===== src/rtl/mii_tx_arbiter.sv =====
// Two-source transmit frame arbiter feeding one MII encoder: round-robin per whole frame,
// runt padding to MIN_LEN, inter-frame gap enforcement and clean abort on source underrun.
module mii_tx_arbiter #(
  parameter int MIN_LEN   = 60,
  parameter int IFG_BYTES = 12,
  parameter int CNT_W     = 11
) (
  input  logic        i_clk,
  input  logic        i_nreset,
  input  logic        i_req0_valid,
  input  logic [7:0]  i_req0_data,
  input  logic        i_req0_last,
  output logic        o_req0_ready,
  input  logic        i_req1_valid,
  input  logic [7:0]  i_req1_data,
  input  logic        i_req1_last,
  output logic        o_req1_ready,
  output logic        tx_en,
  output logic [7:0]  tx_data,
  input  logic        tx_ready,
  output logic [1:0]  o_grant,
  output logic        o_busy,
  output logic        o_underrun,
  output logic [15:0] o_frames
);

  typedef enum logic [2:0] {IDLE, SEND, PAD, GAP, DRAIN} state_t;

  localparam logic [CNT_W-1:0] MIN_CNT  = CNT_W'(MIN_LEN);
  localparam logic [CNT_W-1:0] PAD_LAST = CNT_W'(MIN_LEN - 1);
  localparam logic [CNT_W-1:0] GAP_LAST = CNT_W'(IFG_BYTES - 1);
  localparam logic [CNT_W-1:0] CNT_ONE  = CNT_W'(1);

  state_t           state, state_n;
  logic [1:0]       grant_n;
  logic             last_grant, last_grant_n;
  logic [CNT_W-1:0] count, count_n;
  logic             tx_en_n;
  logic [7:0]       tx_data_n;
  logic [15:0]      frames_n;
  logic             underrun_n;
  logic             aborted, aborted_n;

  logic             sel_valid;
  logic             sel_last;
  logic [7:0]       sel_data;

  assign sel_valid = o_grant[1] ? i_req1_valid : i_req0_valid;
  assign sel_last  = o_grant[1] ? i_req1_last  : i_req0_last;
  assign sel_data  = o_grant[1] ? i_req1_data  : i_req0_data;

  // Draining ignores the encoder so an aborted frame is flushed at source speed.
  assign o_req0_ready = o_grant[0] & (((state == SEND) & tx_ready) | (state == DRAIN));
  assign o_req1_ready = o_grant[1] & (((state == SEND) & tx_ready) | (state == DRAIN));
  assign o_busy       = (state != IDLE);

  always_comb begin
    state_n      = state;
    grant_n      = o_grant;
    last_grant_n = last_grant;
    count_n      = count;
    tx_en_n      = tx_en;
    tx_data_n    = tx_data;
    frames_n     = o_frames;
    underrun_n   = 1'b0;
    aborted_n    = aborted;
    case (state)
      IDLE: begin
        grant_n   = 2'b00;
        count_n   = '0;
        aborted_n = 1'b0;
        if (i_req0_valid && (!i_req1_valid || last_grant)) begin
          grant_n      = 2'b01;
          last_grant_n = 1'b0;
          state_n      = SEND;
        end else if (i_req1_valid) begin
          grant_n      = 2'b10;
          last_grant_n = 1'b1;
          state_n      = SEND;
        end
      end
      SEND: begin
        if (tx_ready) begin
          if (sel_valid) begin
            tx_en_n   = 1'b1;
            tx_data_n = sel_data;
            if (count != MIN_CNT) count_n = count + CNT_ONE;
            if (sel_last) begin
              if (count < PAD_LAST) begin
                state_n = PAD;
              end else begin
                state_n = GAP;
                count_n = '0;
              end
            end
          end else begin
            tx_en_n    = 1'b0;
            underrun_n = 1'b1;
            aborted_n  = 1'b1;
            state_n    = DRAIN;
          end
        end
      end
      PAD: begin
        if (tx_ready) begin
          tx_en_n   = 1'b1;
          tx_data_n = 8'h00;
          if (count == PAD_LAST) begin
            state_n = GAP;
            count_n = '0;
          end else begin
            count_n = count + CNT_ONE;
          end
        end
      end
      GAP: begin
        // count restarts at zero on entry, so zero marks the slot that closes the frame
        if (tx_ready) begin
          tx_en_n = 1'b0;
          if ((count == '0) && !aborted) frames_n = o_frames + 16'd1;
          if (count == GAP_LAST) begin
            state_n = IDLE;
            grant_n = 2'b00;
            count_n = '0;
          end else begin
            count_n = count + CNT_ONE;
          end
        end
      end
      DRAIN: begin
        if (sel_valid && sel_last) begin
          state_n = GAP;
          count_n = '0;
        end
      end
      default: begin
        state_n = IDLE;
        grant_n = 2'b00;
      end
    endcase
  end

  always_ff @(posedge i_clk) begin
    if (!i_nreset) begin
      state      <= IDLE;
      o_grant    <= 2'b00;
      last_grant <= 1'b1;
      count      <= '0;
      tx_en      <= 1'b0;
      tx_data    <= 8'h00;
      o_frames   <= 16'd0;
      o_underrun <= 1'b0;
      aborted    <= 1'b0;
    end else begin
      state      <= state_n;
      o_grant    <= grant_n;
      last_grant <= last_grant_n;
      count      <= count_n;
      tx_en      <= tx_en_n;
      tx_data    <= tx_data_n;
      o_frames   <= frames_n;
      o_underrun <= underrun_n;
      aborted    <= aborted_n;
    end
  end

endmodule


===== config.mk =====
export PLATFORM = sky130hd
export DESIGN_NAME = mii_tx_arbiter
export DESIGN_NICKNAME = d
export VERILOG_FILES = /design/src/rtl/mii_tx_arbiter.sv
export SDC_FILE = /design/constraint.sdc
export NUM_CORES = 1
export LEC_CHECK = 0
export BUFFER_PORTS_ARGS = -buffer_cell sky130_fd_sc_hd__buf_2
export CAP_MARGIN = 20
export CORE_AREA = 5 5 75 77
export DETAILED_ROUTE_END_ITERATION = 8
export DIE_AREA = 0 0 80 82
export HOLD_SLACK_MARGIN = 0.03
export PLACE_DENSITY_LB_ADDON = 0.08
export SYNTH_ARGS = -nofsm -noshare
export SYNTH_HDL_FRONTEND = slang
export SYNTH_SLANG_ARGS = --single-unit

===== constraint.sdc =====
create_clock -name i_clk -period 2.75 [get_ports i_clk]
set_input_delay 0.6875 -clock i_clk [delete_from_list [all_inputs] [get_ports i_clk]]
set_output_delay 0.6875 -clock i_clk [all_outputs]
set_load 0.02 [all_outputs]

; After elaboration in Yosys (flattened, before gate mapping)
; Index checks and enable logic that the tools add are counted.
[totals]
register_bits = 44
latchBits = 0
ram_bits = 0
rom_bits = 0
in_bits = 23
output_inout_bits = 31
wordCells = 104
memories = 0
[op_classes]
addsub = 2
mul = 0
n_div = 0
n_lt_le_gt_ge = 1
n_eq_ne = 17
n_shift = 0
muxes = 46
bitwise_logic = 5
n_reduce_logical = 24
[ops]
columns = cell, n
row1 = 11-bit two-way mux, 10
row2 = 11-bit one-hot mux with 5 select lines, 1
row3 = 8-bit two-way mux, 4
row4 = 3-bit two-way mux, 10
row5 = "16-bit by 1-bit adder with 16-bit output, second input constant", 1
row6 = 8-bit one-hot mux with 2 select lines, 1
row7 = 3-bit one-hot mux with 5 select lines, 1
row8 = "2-bit != test, second input constant", 7
row9 = 1-bit two-way mux, 12
row10 = 3-bit AND reduction, 4
row11 = "11-bit by 1-bit adder with 11-bit output, second input constant", 1
row12 = "11-bit by 4-bit == test with 1-bit output, second input constant", 1
row13 = "11-bit by 6-bit == test with 1-bit output, second input constant", 1
row14 = 11-bit zero test, 1
row15 = "11-bit by 6-bit less-than comparator with 1-bit output, second input constant", 1
row16 = "11-bit by 6-bit != test with 1-bit output, second input constant", 1
row17 = 2-bit two-way mux, 4
row18 = 4-bit AND reduction, 2
row19 = 8-bit AND reduction, 1
row20 = "3-bit by 2-bit == test with 1-bit output, second input constant", 2
row21 = "3-bit != test, second input constant", 2
row22 = 2-bit one-hot mux with 3 select lines, 1
row23 = 6-bit AND reduction, 1
row24 = 2-bit nonzero test, 3
row25 = 16 further kinds, 22

; Logic depth before layout (Yosys ltp)
[depth]
depth_word = 7
mapped_depth = 8
ltp_nobuf = 7

; Worst setup path after synthesis
; Ideal clock, no wire load.
[synth_path]
path_kind = input to register
start = in i_nreset
end = reg count[2]
arrival_ps = 1945
required_ps = 2644
setup_slack_ps = 699
cell_stages = 5
path_buffers = 1
cell_sequence = clkbuf_1 -> inv_1 -> nor3_2 -> o21ai_1 -> o311ai_0
[synth_rtl]
columns = element, line_no
row1 = start: declaration, 9  ; input logic i_nreset,
row2 = end signal: assignment, 158  ; count <= count_n;
row3 = end: declaration, 37  ; logic [CNT_W-1:0] count, count_n;

; Final worst setup path
[layout_path]
start = in tx_ready
end = out o_req0_ready
[layout_via]
elab_chain_len = 3
[layout_rtl]
columns = element, line_no
row1 = start: declaration, 20  ; input logic tx_ready,
row2 = 1-bit AND, 53  ; assign o_req0_ready = o_grant[0] & (((state == SEND) & tx_ready) | (state == DRAIN));
row3 = 1-bit bitwise OR, 53
row4 = 1-bit AND, 53
row5 = end: declaration, 13  ; output logic o_req0_ready,
; Every way passes these cells.

==> flow_summary.json <==
{
  "status": "completed",
  "vias": 2406,
  "synthArstFlopShare_pct": 0,
  "port-buffer-count": 53,
  "wl_per_cell_um": 13.66,
  "syn_inst": 314,
  "synth_top_flop_cell": "dfxtp_1",
  "skew_ns": 0.007455,
  "reg2reg_to": "o_frames[15]",
  "grt-ovfl-total": 0,
  "drive_gt1_share_pct": 21.47,
  "htreeDepth": 2,
  "drt-total-wl_um": 5984,
  "worst_pin_slew_ns": 0.5792,
  "yosysTopAreaCellShare_pct": 34.89,
  "worst_hold_slack_ns": 0.4497,
  "place_congestion": 0.8043,
  "start_kind": "primary input",
  "clk_path_buf_depth": 2,
  "die_width_um": 80,
  "clk_latency_ns": 0.29,
  "grt_first_pass_wirelength_um": 9901,
  "synthTopCellsByArea": "dfxtp_1 35%, nand2_1 6.1%, mux2i_1 4.8%",
  "seq_area_frac_synth_pct": 34.89,
  "setup_viol": 0,
  "fin_total_pwr_mw": 1.822,
  "cts_buffers": 5,
  "synth_seq_cells": 44,
  "rows": 26,
  "power_density_nw_per_um2": 618.6,
  "slew_violations": 0,
  "ant_nets": 0,
  "hold_depth": 2,
  "core_area_um2": 4945,
  "vdd_ir_drop_max_mv": 0.4184,
  "synth_area_leader_cell": "dfxtp_1",
  "viasPerCell": 5.493,
  "finalSetupTns_ns": 0,
  "finalHoldViolCount": 0,
  "clkTransAtPathRegs_ns": 0.08,
  "fin_nets": 394,
  "cts_tree": "done",
  "arrival_ns": 1.62,
  "mappedNetlistArea_um2": 2525,
  "numClockSinks": 44,
  "fmax_mhz": 433.1,
  "worstReg2RegStart": "state[1]",
  "hold_path.class": "reg2reg",
  "area_growth_pct": 16.65,
  "synth.yosys.warnings": 0,
  "rsz0062_at_grt": "no",
  "hold_start": "tx_data[1]",
  "die-area_um2": 6560,
  "synth.distinct_cells": 50,
  "drtPass1Iterations": 4,
  "reg2reg_setup_slack_ns": 0.45,
  "fin_crit_sh_pct": 83.95,
  "fp.dieH_um": 82,
  "slew_headroom_pct": 60.84,
  "reg2reg_depth": 5,
  "initial_core_util_pct": 51.06,
  "criticalPathCategory": "in2out",
  "postCtsHoldBufs": 0,
  "fin_area_um2": 2945,
  "power_leakage_nw": 1.120,
  "fillers": 501,
  "post_synth.cell_area_avg_um2": 8.041,
  "crit_required_ns": 2.06,
  "cp_max_fo": 7,
  "synth-edff-count": 0,
  "drv_cap": 0,
  "grt_start_max_net_pins": 20,
  "grt_pass1_vias": 2155,
  "grt_usage_pct": 18.75,
  "hold_path_end": "tx_data[1]",
  "min_period_ns": 2.309,
  "cts_resized": 0,
  "dp_hpwl_um": 4450,
  "cts_root_buffer": "clkbuf_8",
  "remaining_drc_errors": 0,
  "ios": 54,
  "antenna_found_initial": 0,
  "diodes": 0,
  "synth.net_count": 340,
  "place_area_um2": 2868,
  "cts_setup_buffers": 0,
  "drt_iter0_drc": 106,
  "end_kind": "output pin"
}
-- cell families (layout without fill, tap and decap cells) --
family,count (synthesis),in the layout,share of synthesized area (%)
compound gates,72,72,18.44
simple gates,144,144,31.17
xor+xnor,11,11,3.816
fa+ha+maj,3,3,1.487
buf+inv,27,81,5.005
mux,13,13,5.203
flops,44,44,34.89
-- report_power, final --
part,switching [mW],internal (mW),total (mW)
combinational,0.429,0.265,0.694
clock,0.212,0.173,0.385
sequential,0.0532,0.689,0.742
total,0.695,1.13,1.82
-- synthesized netlist by cell type (6+ instances only) --
cell       n
clkbuf_1  10
nor2_1    25
xnor2_1   11
dfxtp_1   44
mux2i_1   12
nand3_1   18
inv_1     11
nor3_1     9
o211ai_1  16
nor4_1     6
a21oi_1   22
nand2_1   41
or3_1     13
o21ai_0   10
-- worst max-delay path, stage by stage --
cell     delay [ns]
buf_2          0.16
nor2b_1        0.22
nand2_1        0.10
a21oi_1        0.15
and2_1         0.14
buf_2          0.16
-- layout by cell type, fill, tap and decap left out, drive strengths merged, types with 5 or more instances in the layout --
cell type	instances
nor3	11
buf	63
nor4	6
clkbuf	6
nand4	5
mux2i	12
or3	13
inv	11
nand3	18
nand2	42
nor2	25
nor2b	5
o21ai	12
o211ai	16
xnor2	11
a21oi	22
dfxtp	44
-- through the flow --
step                util (%)  setup slack [ns]  std cells
finish                 59.56            0.4413        438
global route           59.56            0.2932        438
CTS                    59.56            0.4302        438
detailed placement     58.00            0.4280        431
global placement       58.00            0.4528        431
floorplan                  -            0.6993        314
-- sequential cells by signal, indices dropped and copies added, names as in the netlist --
register	flops
tx_data	8
tx_en	1
o_grant	2
o_underrun	1
state	3
aborted	1
last_grant	1
o_frames	16
count	11
-- layout make-up --
class	count	area [um^2]	share of cell area (%)
repair buffers	63	340.3	11.55
flip-flops and latches	44	880.8	29.91
well taps	70	87.58	2.974
clock inverters	1	5.005	0.1699
multi-input cells	243	1518	51.53
clock buffers	6	72.57	2.464
inverters	11	41.29	1.402
-- metal layers --
metal / GRT usage [%] / vias up / routed length (um)
li1: - / 1243 / -
met1: 24.36 / 1107 / 2748
met2: 31.71 / 51 / 2914
met3: 3.618 / 5 / 261
met4: 5.236 / 0 / 60
met5: 0 / - / 0
-- worst max path at each step --
stage,from,endpoint,slack (ns)
4_1_cts,tx_ready,o_req0_ready,0.43
5_1_grt,state[1],o_frames[15],0.29
3_3_place_gp,tx_ready,o_req0_ready,0.45
2_1_floorplan,i_nreset,count[2],0.70
6_report,tx_ready,o_req0_ready,0.44
3_5_place_dp,tx_ready,o_req0_ready,0.43
Power figures use the tool's default switching activity.
